`src/rtl/sr_latch_ctrl.sv`:
```
// sr_latch_ctrl: turns per-latch set/clear requests into timed, mutually
// exclusive S/R pulses on a bank of SR latches, serving one latch at a time
// in round-robin order, with guard cycles between pulses.
// Optional Q readback check after each pulse: define SR_CTRL_VERIFY_EN.
module sr_latch_ctrl #(
  parameter int N_LATCH = 4,
  parameter int IDX_W   = 2,
  parameter int PULSE_W = 2,
  parameter int GAP_W   = 1
) (
  input  logic               clk,
  input  logic               rst,
  input  logic [N_LATCH-1:0] set_req,
  input  logic [N_LATCH-1:0] clr_req,
  input  logic [N_LATCH-1:0] q_fb,
  output logic [N_LATCH-1:0] s_out,
  output logic [N_LATCH-1:0] r_out,
  output logic               busy,
  output logic               done,
  output logic [IDX_W-1:0]   done_idx,
  output logic               err,
  output logic               conflict
);

  localparam logic [1:0] ST_IDLE  = 2'd0;
  localparam logic [1:0] ST_PULSE = 2'd1;
  localparam logic [1:0] ST_GAP   = 2'd2;
`ifdef SR_CTRL_VERIFY_EN
  localparam logic [1:0] ST_CHECK = 2'd3;
`endif

  localparam int CNT_MAX = (PULSE_W > GAP_W) ? PULSE_W : GAP_W;
  localparam int CNT_W   = $clog2(CNT_MAX + 1);

  logic [1:0]         state_q, state_d;
  logic [N_LATCH-1:0] pend_s_q, pend_s_d;
  logic [N_LATCH-1:0] pend_r_q, pend_r_d;
  logic [IDX_W-1:0]   rr_ptr_q, rr_ptr_d;
  logic [IDX_W-1:0]   idx_q, idx_d;
  logic [CNT_W-1:0]   cnt_q, cnt_d;
  logic [N_LATCH-1:0] s_out_q, s_out_d;
  logic [N_LATCH-1:0] r_out_q, r_out_d;
  logic               done_q, done_d;
  logic [IDX_W-1:0]   done_idx_q, done_idx_d;
  logic               conflict_q, conflict_d;
`ifdef SR_CTRL_VERIFY_EN
  logic               op_q, op_d;       // 1 = set operation, 0 = clear
  logic               err_q, err_d;
`endif

  logic [N_LATCH-1:0] pend_any;
  logic [N_LATCH-1:0] svc_clr;
  logic               grant_valid;
  logic [IDX_W-1:0]   grant_idx;
  logic               grant_fire;

  assign pend_any   = pend_s_q | pend_r_q;
  assign grant_fire = (state_q == ST_IDLE) && grant_valid;

  // Round-robin pick: first pending latch after rr_ptr, wrapping around
  always_comb begin
    logic [IDX_W-1:0] cand;
    grant_valid = 1'b0;
    grant_idx   = '0;
    cand        = '0;
    // Scan farthest-first so the nearest pending index is the last to win
    for (int k = N_LATCH; k >= 1; k--) begin
      cand = IDX_W'((int'(rr_ptr_q) + k) % N_LATCH);
      if (pend_any[cand]) begin
        grant_valid = 1'b1;
        grant_idx   = cand;
      end
    end
  end

  // Per-latch pending capture: clear beats set, a new request overrides
  // an older one, and a request landing on the grant edge survives it
  for (genvar gi = 0; gi < N_LATCH; gi++) begin : g_pend
    assign svc_clr[gi]  = grant_fire && (grant_idx == IDX_W'(gi));
    assign pend_r_d[gi] = clr_req[gi] |
                          (~set_req[gi] & pend_r_q[gi] & ~svc_clr[gi]);
    assign pend_s_d[gi] = ~clr_req[gi] &
                          (set_req[gi] | (pend_s_q[gi] & ~svc_clr[gi]));
  end

  // Sequencer next-state: grant, pulse, guard gap, optional readback
  always_comb begin
    state_d    = state_q;
    rr_ptr_d   = rr_ptr_q;
    idx_d      = idx_q;
    cnt_d      = cnt_q;
    s_out_d    = s_out_q;
    r_out_d    = r_out_q;
    done_d     = 1'b0;
    done_idx_d = done_idx_q;
    conflict_d = |(set_req & clr_req);
`ifdef SR_CTRL_VERIFY_EN
    op_d       = op_q;
    err_d      = 1'b0;
`endif
    case (state_q)
      ST_IDLE: begin
        s_out_d = '0;
        r_out_d = '0;
        if (grant_valid) begin
          idx_d    = grant_idx;
          rr_ptr_d = grant_idx;
          cnt_d    = CNT_W'(1);
          state_d  = ST_PULSE;
`ifdef SR_CTRL_VERIFY_EN
          op_d     = pend_s_q[grant_idx];
`endif
          if (pend_s_q[grant_idx]) s_out_d = N_LATCH'(1) << grant_idx;
          else                     r_out_d = N_LATCH'(1) << grant_idx;
        end
      end
      ST_PULSE: begin
        if (cnt_q == CNT_W'(PULSE_W)) begin
          s_out_d = '0;
          r_out_d = '0;
          cnt_d   = CNT_W'(1);
          state_d = ST_GAP;
        end else begin
          cnt_d = cnt_q + 1'b1;
        end
      end
      ST_GAP: begin
        s_out_d = '0;
        r_out_d = '0;
        if (cnt_q == CNT_W'(GAP_W)) begin
`ifdef SR_CTRL_VERIFY_EN
          state_d    = ST_CHECK;
`else
          state_d    = ST_IDLE;
          done_d     = 1'b1;
          done_idx_d = idx_q;
`endif
        end else begin
          cnt_d = cnt_q + 1'b1;
        end
      end
`ifdef SR_CTRL_VERIFY_EN
      ST_CHECK: begin
        s_out_d    = '0;
        r_out_d    = '0;
        done_d     = 1'b1;
        done_idx_d = idx_q;
        err_d      = (q_fb[idx_q] != op_q);
        state_d    = ST_IDLE;
      end
`endif
      default: begin
        s_out_d = '0;
        r_out_d = '0;
        state_d = ST_IDLE;
      end
    endcase
  end

  // State registers; reset drops the drives at once and discards all work
  always_ff @(posedge clk or posedge rst) begin
    if (rst) begin
      state_q    <= ST_IDLE;
      pend_s_q   <= '0;
      pend_r_q   <= '0;
      rr_ptr_q   <= IDX_W'(N_LATCH - 1);
      idx_q      <= '0;
      cnt_q      <= '0;
      s_out_q    <= '0;
      r_out_q    <= '0;
      done_q     <= 1'b0;
      done_idx_q <= '0;
      conflict_q <= 1'b0;
`ifdef SR_CTRL_VERIFY_EN
      op_q       <= 1'b0;
      err_q      <= 1'b0;
`endif
    end else begin
      state_q    <= state_d;
      pend_s_q   <= pend_s_d;
      pend_r_q   <= pend_r_d;
      rr_ptr_q   <= rr_ptr_d;
      idx_q      <= idx_d;
      cnt_q      <= cnt_d;
      s_out_q    <= s_out_d;
      r_out_q    <= r_out_d;
      done_q     <= done_d;
      done_idx_q <= done_idx_d;
      conflict_q <= conflict_d;
`ifdef SR_CTRL_VERIFY_EN
      op_q       <= op_d;
      err_q      <= err_d;
`endif
    end
  end

  assign s_out    = s_out_q;
  assign r_out    = r_out_q;
  assign done     = done_q;
  assign done_idx = done_idx_q;
  assign conflict = conflict_q;
  assign busy     = (state_q != ST_IDLE) || (|pend_any);

`ifdef SR_CTRL_VERIFY_EN
  assign err = err_q;
`else
  // Without readback the latch feedback is intentionally ignored
  logic unused_q_fb;
  assign unused_q_fb = ^q_fb;
  assign err         = 1'b0;
`endif

endmodule

```
`config.mk`:
```
export PLATFORM = sky130hd
export DESIGN_NAME = sr_latch_ctrl
export DESIGN_NICKNAME = d
export VERILOG_FILES = /design/src/rtl/sr_latch_ctrl.sv
export SDC_FILE = /design/constraint.sdc
export NUM_CORES = 1
export LEC_CHECK = 0
export ABC_CLOCK_PERIOD_IN_PS = 3000
export CORE_ASPECT_RATIO = 1.4
export CORE_UTILIZATION = 52
export DETAILED_ROUTE_END_ITERATION = 12
export GPL_ROUTABILITY_DRIVEN = 0
export PLACE_DENSITY_LB_ADDON = 0.12
export SYNTH_ARGS = -nofsm -noshare
export SYNTH_HDL_FRONTEND = slang
export SYNTH_SLANG_ARGS = --single-unit
```
`constraint.sdc`:
```
create_clock -name clk -period 3 [get_ports clk]
set_clock_uncertainty 0.05 [all_clocks]
set_input_delay 0.9 -clock clk [delete_from_list [all_inputs] [get_ports clk]]
set_output_delay 0.9 -clock clk [all_outputs]
set_load 0.01 [all_outputs]
```
# After elaboration in Yosys (flattened, before gate mapping)
# Index checks and enable logic that the tools add are counted.
word_totals:
  reg_bits: 28
  out_inout_bits: 14
op_classes:
  addsub: 5
  magnitude_cmp: 5
  eq_ne: 11
  n_shift: 1
  muxes: 34
  bitwise_logic: 38
  reduce_logical: 16
op_table:
  columns: ["operator", "n"]
  rows:
  - ["two-way mux 4 bit", 5]
  - ["two-way mux 2 bit", 9]
  - ["AND 1 bit", 16]
  - ["case mux 4 bit (2 select lines)", 2]
  - ["less-than comparator 2 x 3 -> 1 bit, second input constant", 5]
  - ["NOT 1 bit", 12]
  - ["case mux 2 bit (3 select lines)", 2]
  - ["two-way mux 1 bit", 11]
  - ["binary-select mux 1 bit (select 2 bit)", 5]
  - ["== test 2 bit, second input constant", 4]
  - ["inequality test 2 bit, second input constant", 4]
  - ["OR 1 bit", 8]
  - ["OR reduction 4 bit", 2]
  - ["adder 2 x 1 -> 2 bit, second input constant", 3]
  - ["== test 2 x 1 -> 1 bit, second input constant", 3]
  - ["AND reduction 3 bit", 2]
  - ["logical AND 1 bit", 5]
  - ["adder 2 bit, second input constant", 2]
  - ["AND 4 bit", 1]
  - ["logical NOT 2 bit", 2]
  - ["OR 4 bit", 1]
  - ["AND reduction 2 bit", 2]
  - ["<< shifter 1 x 2 -> 4 bit, first input constant", 1]
  - ["nonzero test 3 bit", 1]
  - ["other kinds (2)", 2]

# Logic depth before layout (Yosys ltp)
logic_depth:
  ltp_word: 13
  mapped_depth: 9

# Least setup slack after synthesis
# No wires, ideal clock.
synth_timing:
  path_type: "reg-to-reg"
  startpoint: "register rr_ptr_q[0]"
  endpoint: "register s_out_q[2], in the netlist s_out[2]"
  setup_ns: 0.121
  t_arrival_ns: 2.114
  required_time_ns: 2.829
  path_slack_ns: 0.715
  stages_incl_launch_ff: 9
  n_path_buf: 1
  period_less_slack_ns: 2.285
  path_cell_list: "dfstp_2 -> buf_4 -> inv_2 -> o211ai_1 -> a21oi_2 -> a2111oi_4 -> mux2_2 -> o221a_2 -> a22o_1"
synth_between:
  elab_chain_len: 12
  word_cells_on_any_way: 26
  classes_between: "4 x add/sub; 1 x shift; 21 x mux"
synth_lines:
  columns: ["item", "line", "source"]
  rows:
  - ["start, declared", "38", "logic [IDX_W-1:0] rr_ptr_q, rr_ptr_d;"]
  - ["start signal, assigned", "166", "rr_ptr_q <= IDX_W'(N_LATCH - 1);"]
  - ["start signal, assigned", "182", "rr_ptr_q <= rr_ptr_d;"]
  - ["adder 2 x 1 -> 2 bit", "68", "cand = IDX_W'((int'(rr_ptr_q) + k) % N_LATCH);"]
  - ["binary-select mux 1 bit (select 2 bit)", "69", "if (pend_any[cand]) begin"]
  - ["two-way mux 1 bit (not written as such)", "69", null]
  - ["two-way mux 2 bit (4 in a row)", "69", null]
  - ["binary-select mux 1 bit (select 2 bit)", "113", "if (pend_s_q[grant_idx]) s_out_d = N_LATCH'(1) << grant_idx;"]
  - ["two-way mux 1 bit (not written as such)", "113", null]
  - ["two-way mux 4 bit", "113", null]
  - ["two-way mux 4 bit *", "105", "if (grant_valid) begin"]
  - ["case mux 4 bit (2 select lines) *", "101", "case (state_q)"]
  - ["end signal, assigned", "185", "s_out_q <= s_out_d;"]
  - ["end, declared", "41", "logic [N_LATCH-1:0] s_out_q, s_out_d;"]
# Every way passes the cells marked *; elsewhere a longest branch is shown, timed or not. The select of a mux whose other input is x is not followed.
# A chain may end at the register's enable or synchronous reset.

# Final worst setup path
layout_timing:
  startpoint: "register pend_r_q[2]"
  endpoint: "output port busy"
layout_between:
  elab_chain_len: 3
layout_lines:
  columns: ["item", "line", "source"]
  rows:
  - ["start, declared", "37", "logic [N_LATCH-1:0] pend_r_q, pend_r_d;"]
  - ["start signal, assigned", "181", "pend_r_q <= pend_r_d;"]
  - ["OR 4 bit", "57", "assign pend_any = pend_s_q | pend_r_q;"]
  - ["OR reduction 4 bit", "202", "assign busy = (state_q != ST_IDLE) || (|pend_any);"]
  - ["logical OR 1 bit", "202", null]
  - ["end, declared", "18", "output logic busy,"]
# No other way between the ends.

==> impl_results.md <==
* Outcome: completed
* Detailed placer's ending HPWL at 2340 um
* Mux contribution to synthesized area at 4.81%
* Final instance area at 1900 um2
* Slew Viols, Final at 0
* EDFF count, synth at 0
* Top Ports at 28
* RSZ-0062 raised after global routing: false
* Ys flop type: dfrtp_1
* Layout cell share with drive strength beyond 1 at between 10% and 20%
* All-layer global routing usage at between 20% and 30%
* Die width at 48.3 um
* Crit Path Class: reg2out
* First-pass GRT wire length at ~5500 um
* Vias per cell at 5.71
* Post-CTS Setup Bufs at 0
* Complex-gate fraction of the synthesized area at 21.2%
* Hold path cells at 2
* Hold EP: r_out[1]
* Syn Inst Count at roughly 160
* Filler cells at 224
* Finish-stage setup viols at 0
* Critical Path Start Type: flop
* Clock Pin Slew Worst Setup and Hold Paths at approximately 0.090 ns
* FFs w/ async S/R, synth at 100%
* #FFs+latches synth at 28
* # clock sinks at 28
* Core area at 2850 um2
* Crit-path slowest cell: clkdlybuf4s50_1
* Drt pass-1 iters at 4
* PortBufs at 22
* Reg2reg start: rr_ptr_q[0]
* Tot Pwr at roughly 1.7 mW
* Register area share after synthesis at 45.0%
* Final WL at slightly above 3000 um
* Hold Path Class: reg2reg
* Root Buffer: clkbuf_8
* Initial core utilization at 54.8%
* H-tree levels at 1
* WP data arrival at 1.95 ns
* Clock latency on the worst-skew pair at approximately 0.28 ns
* Grt ovf at 0
* Reg2Reg Depth at 7
* Post-synthesis simple-gate area fraction at 16.7%
* Syn Std Cell Area at 1560 um2
* CTS Buf Count at 3
* Power per Cell Area at 901 nW/um2
* Combinational family with the most area after synthesis: compound AO/OA/AOI/OAI gates
* Antenna cells at 0
* Static Leak at 0.861 nW
* Slew margin rel. at 65.8%
* Critical path capture point type: primary output
* Initial antenna violation count at 0
* Synth Area in XOR/XNOR at 0%
* Achievable Freq at around 340 MHz
* Die area at 3230 um2
* Worst r2r dst: s_out[3]
* Worst vdd ir at ~620 uV
* Mapped Nets at 180
* Number of global-route vias before repair at between 1000 and 1500
* Worst R2R Setup Slack at 0.55 ns
* Synthesis warning total at 0
* Syn-to-layout area delta at 21.4%
* Adder-cell share of the synthesized area at 5.61%
* Placed instance area at ~1800 um2
* Die Height at approximately 67 um
* Number of DRC markers in iteration 0 at 37
* Worst stage delay on the critical path at 0.47 ns
* Min Tclk post-route at 2.90 ns
* Max_cap viols at 0
* Fin crit share at 96.8%
* Final Hold Viols at 0
* NumNets Final at 205
* CP max FO at 5
* CP required at 2.05 ns
* Actual slew at the worst max-slew pin at 0.513 ns
* Routed vias at 1257
* Hold path start: r_out[1]
* CP cell instances: nor4_2 > and3_1 > inv_1 > clkdlybuf4s50_1
* WL/cell at 14.0 um
* Number of remaining DRC errors at 0
* Clk buf depth at 2
* Sum Neg Setup Slack at 0 ns
* Standard-cell rows at 23
* Largest net degree at the start of global routing at 29
* Syn_area_per_cell at 9.82 um2
* ANT nets after route at 0
* CTS tree: built
* Post-synthesis cell type count at 46
-- layout make-up --
| cell class | count | area [um2] | area share (%) |
|---|---|---|---|
| clock buffer | 3 | 41.3 | 2.18 |
| clock inverter | 1 | 30.0 | 1.58 |
| inverter | 14 | 52.6 | 2.77 |
| multi-input combinational | 110 | 764 | 40.3 |
| sequential | 28 | 703 | 37.1 |
| tap | 37 | 46.3 | 2.44 |
| timing repair buffer | 27 | 258 | 13.6 |
-- cells in the mapped netlist (all sizes together) (3+ instances only) --
| library cell | count | area, um2 |
|---|---|---|
| dfrtp | 26 | 651 |
| nor2 | 18 | 77.6 |
| nand2b | 3 | 18.8 |
| a31o | 4 | 35.0 |
| a22o | 6 | 52.6 |
| buf | 5 | 38.8 |
| nand2 | 18 | 67.6 |
| mux2i | 3 | 30.0 |
| inv | 14 | 52.6 |
| ha | 7 | 87.6 |
| a21oi | 8 | 43.8 |
| nor4 | 3 | 25.0 |
| nor3 | 4 | 20.0 |
| mux2 | 4 | 45.0 |
| o21ai | 5 | 25.0 |
-- worst max path at each step --
stage | from | to | slack, ns | cells past startpoint
floorplan | rr_ptr_q[0] | s_out[2] | 0.72 | 8
global placement | pend_r_q[3] | busy | 0.30 | 4
detailed placement | pend_r_q[3] | busy | 0.25 | 4
CTS | pend_r_q[2] | busy | 0.08 | 4
global route | pend_r_q[2] | busy | 0.03 | 4
finish | pend_r_q[2] | busy | 0.1 | 4
-- metrics by stage --
step / utilization [%] / hold WS (ns) / std cells / setup WS [ns]
2_1_floorplan: - / 0.393 / 159 / 0.715
3_3_place_gp: 63.8 / 0.412 / 216 / 0.301
3_5_place_dp: 63.8 / 0.425 / 216 / 0.251
4_1_cts: 66.5 / 0.449 / 220 / 0.0840
5_1_grt: 66.5 / 0.470 / 220 / 0.0328
6_report: 66.5 / 0.438 / 220 / 0.0969
-- critical path, delay by kind of cell, from the launching register on --
kind                   cells  cell delay (ns)
AND/OR/NAND/NOR            2             0.71
buffers and inverters      2             0.52
flip-flops                 1             0.45
-- sequential cells by signal, indices dropped and copies added (netlist names) --
register / count
state_q: 2
rr_ptr_q: 2
s_out: 4
r_out: 4
pend_r_q: 4
idx_q: 2
done: 1
cnt_q: 2
done_idx: 2
pend_s_q: 4
conflict: 1
-- layout by cell type, fill, tap and decap left out, drive strengths merged, types with 4 or more instances in the layout --
cell and instances:
o21ai 5, clkdlybuf4s50 22, inv 14, nor3 4
nand2 18, a22o 6, ha 7, mux2 4
buf 5, dfrtp 26, a31o 4, a21oi 8
nor2 18
-- power breakdown --
group / switching (mW) / leakage [nW] / total, mW / internal [mW]
sequential: 0.113 / 0.346 / 0.620 / 0.507
clock: 0.116 / 0.0357 / 0.295 / 0.179
combinational: 0.414 / 0.479 / 0.794 / 0.380
total: 0.643 / 0.861 / 1.71 / 1.07
-- layer usage --
layer  GRT usage, %  part of all wire, %  vias up
li1               -                    -      608
met1           22.9                   41      626
met2           43.5                   56       18
met3           2.51                  2.2        5
met4           10.3                  1.7        0
met5              0                    0        -
-- repair_timing --
action,4_1_cts,5_1_grt
gates resized for setup,1,0
hold buffers,0,0
endpoints found under the setup margin,1,0
-- cell families (layout without fill, tap and decap cells) --
family / Yosys count / in the layout
AOI/OAI and AO/OA: 41 / 41
muxes: 7 / 7
DFF: 28 / 28
adders and majority gates: 7 / 7
other: 1 / 1
and+or+nand+nor: 54 / 54
buffers and inverters: 21 / 45
No activity file was read; power rests on OpenSTA's default activity.
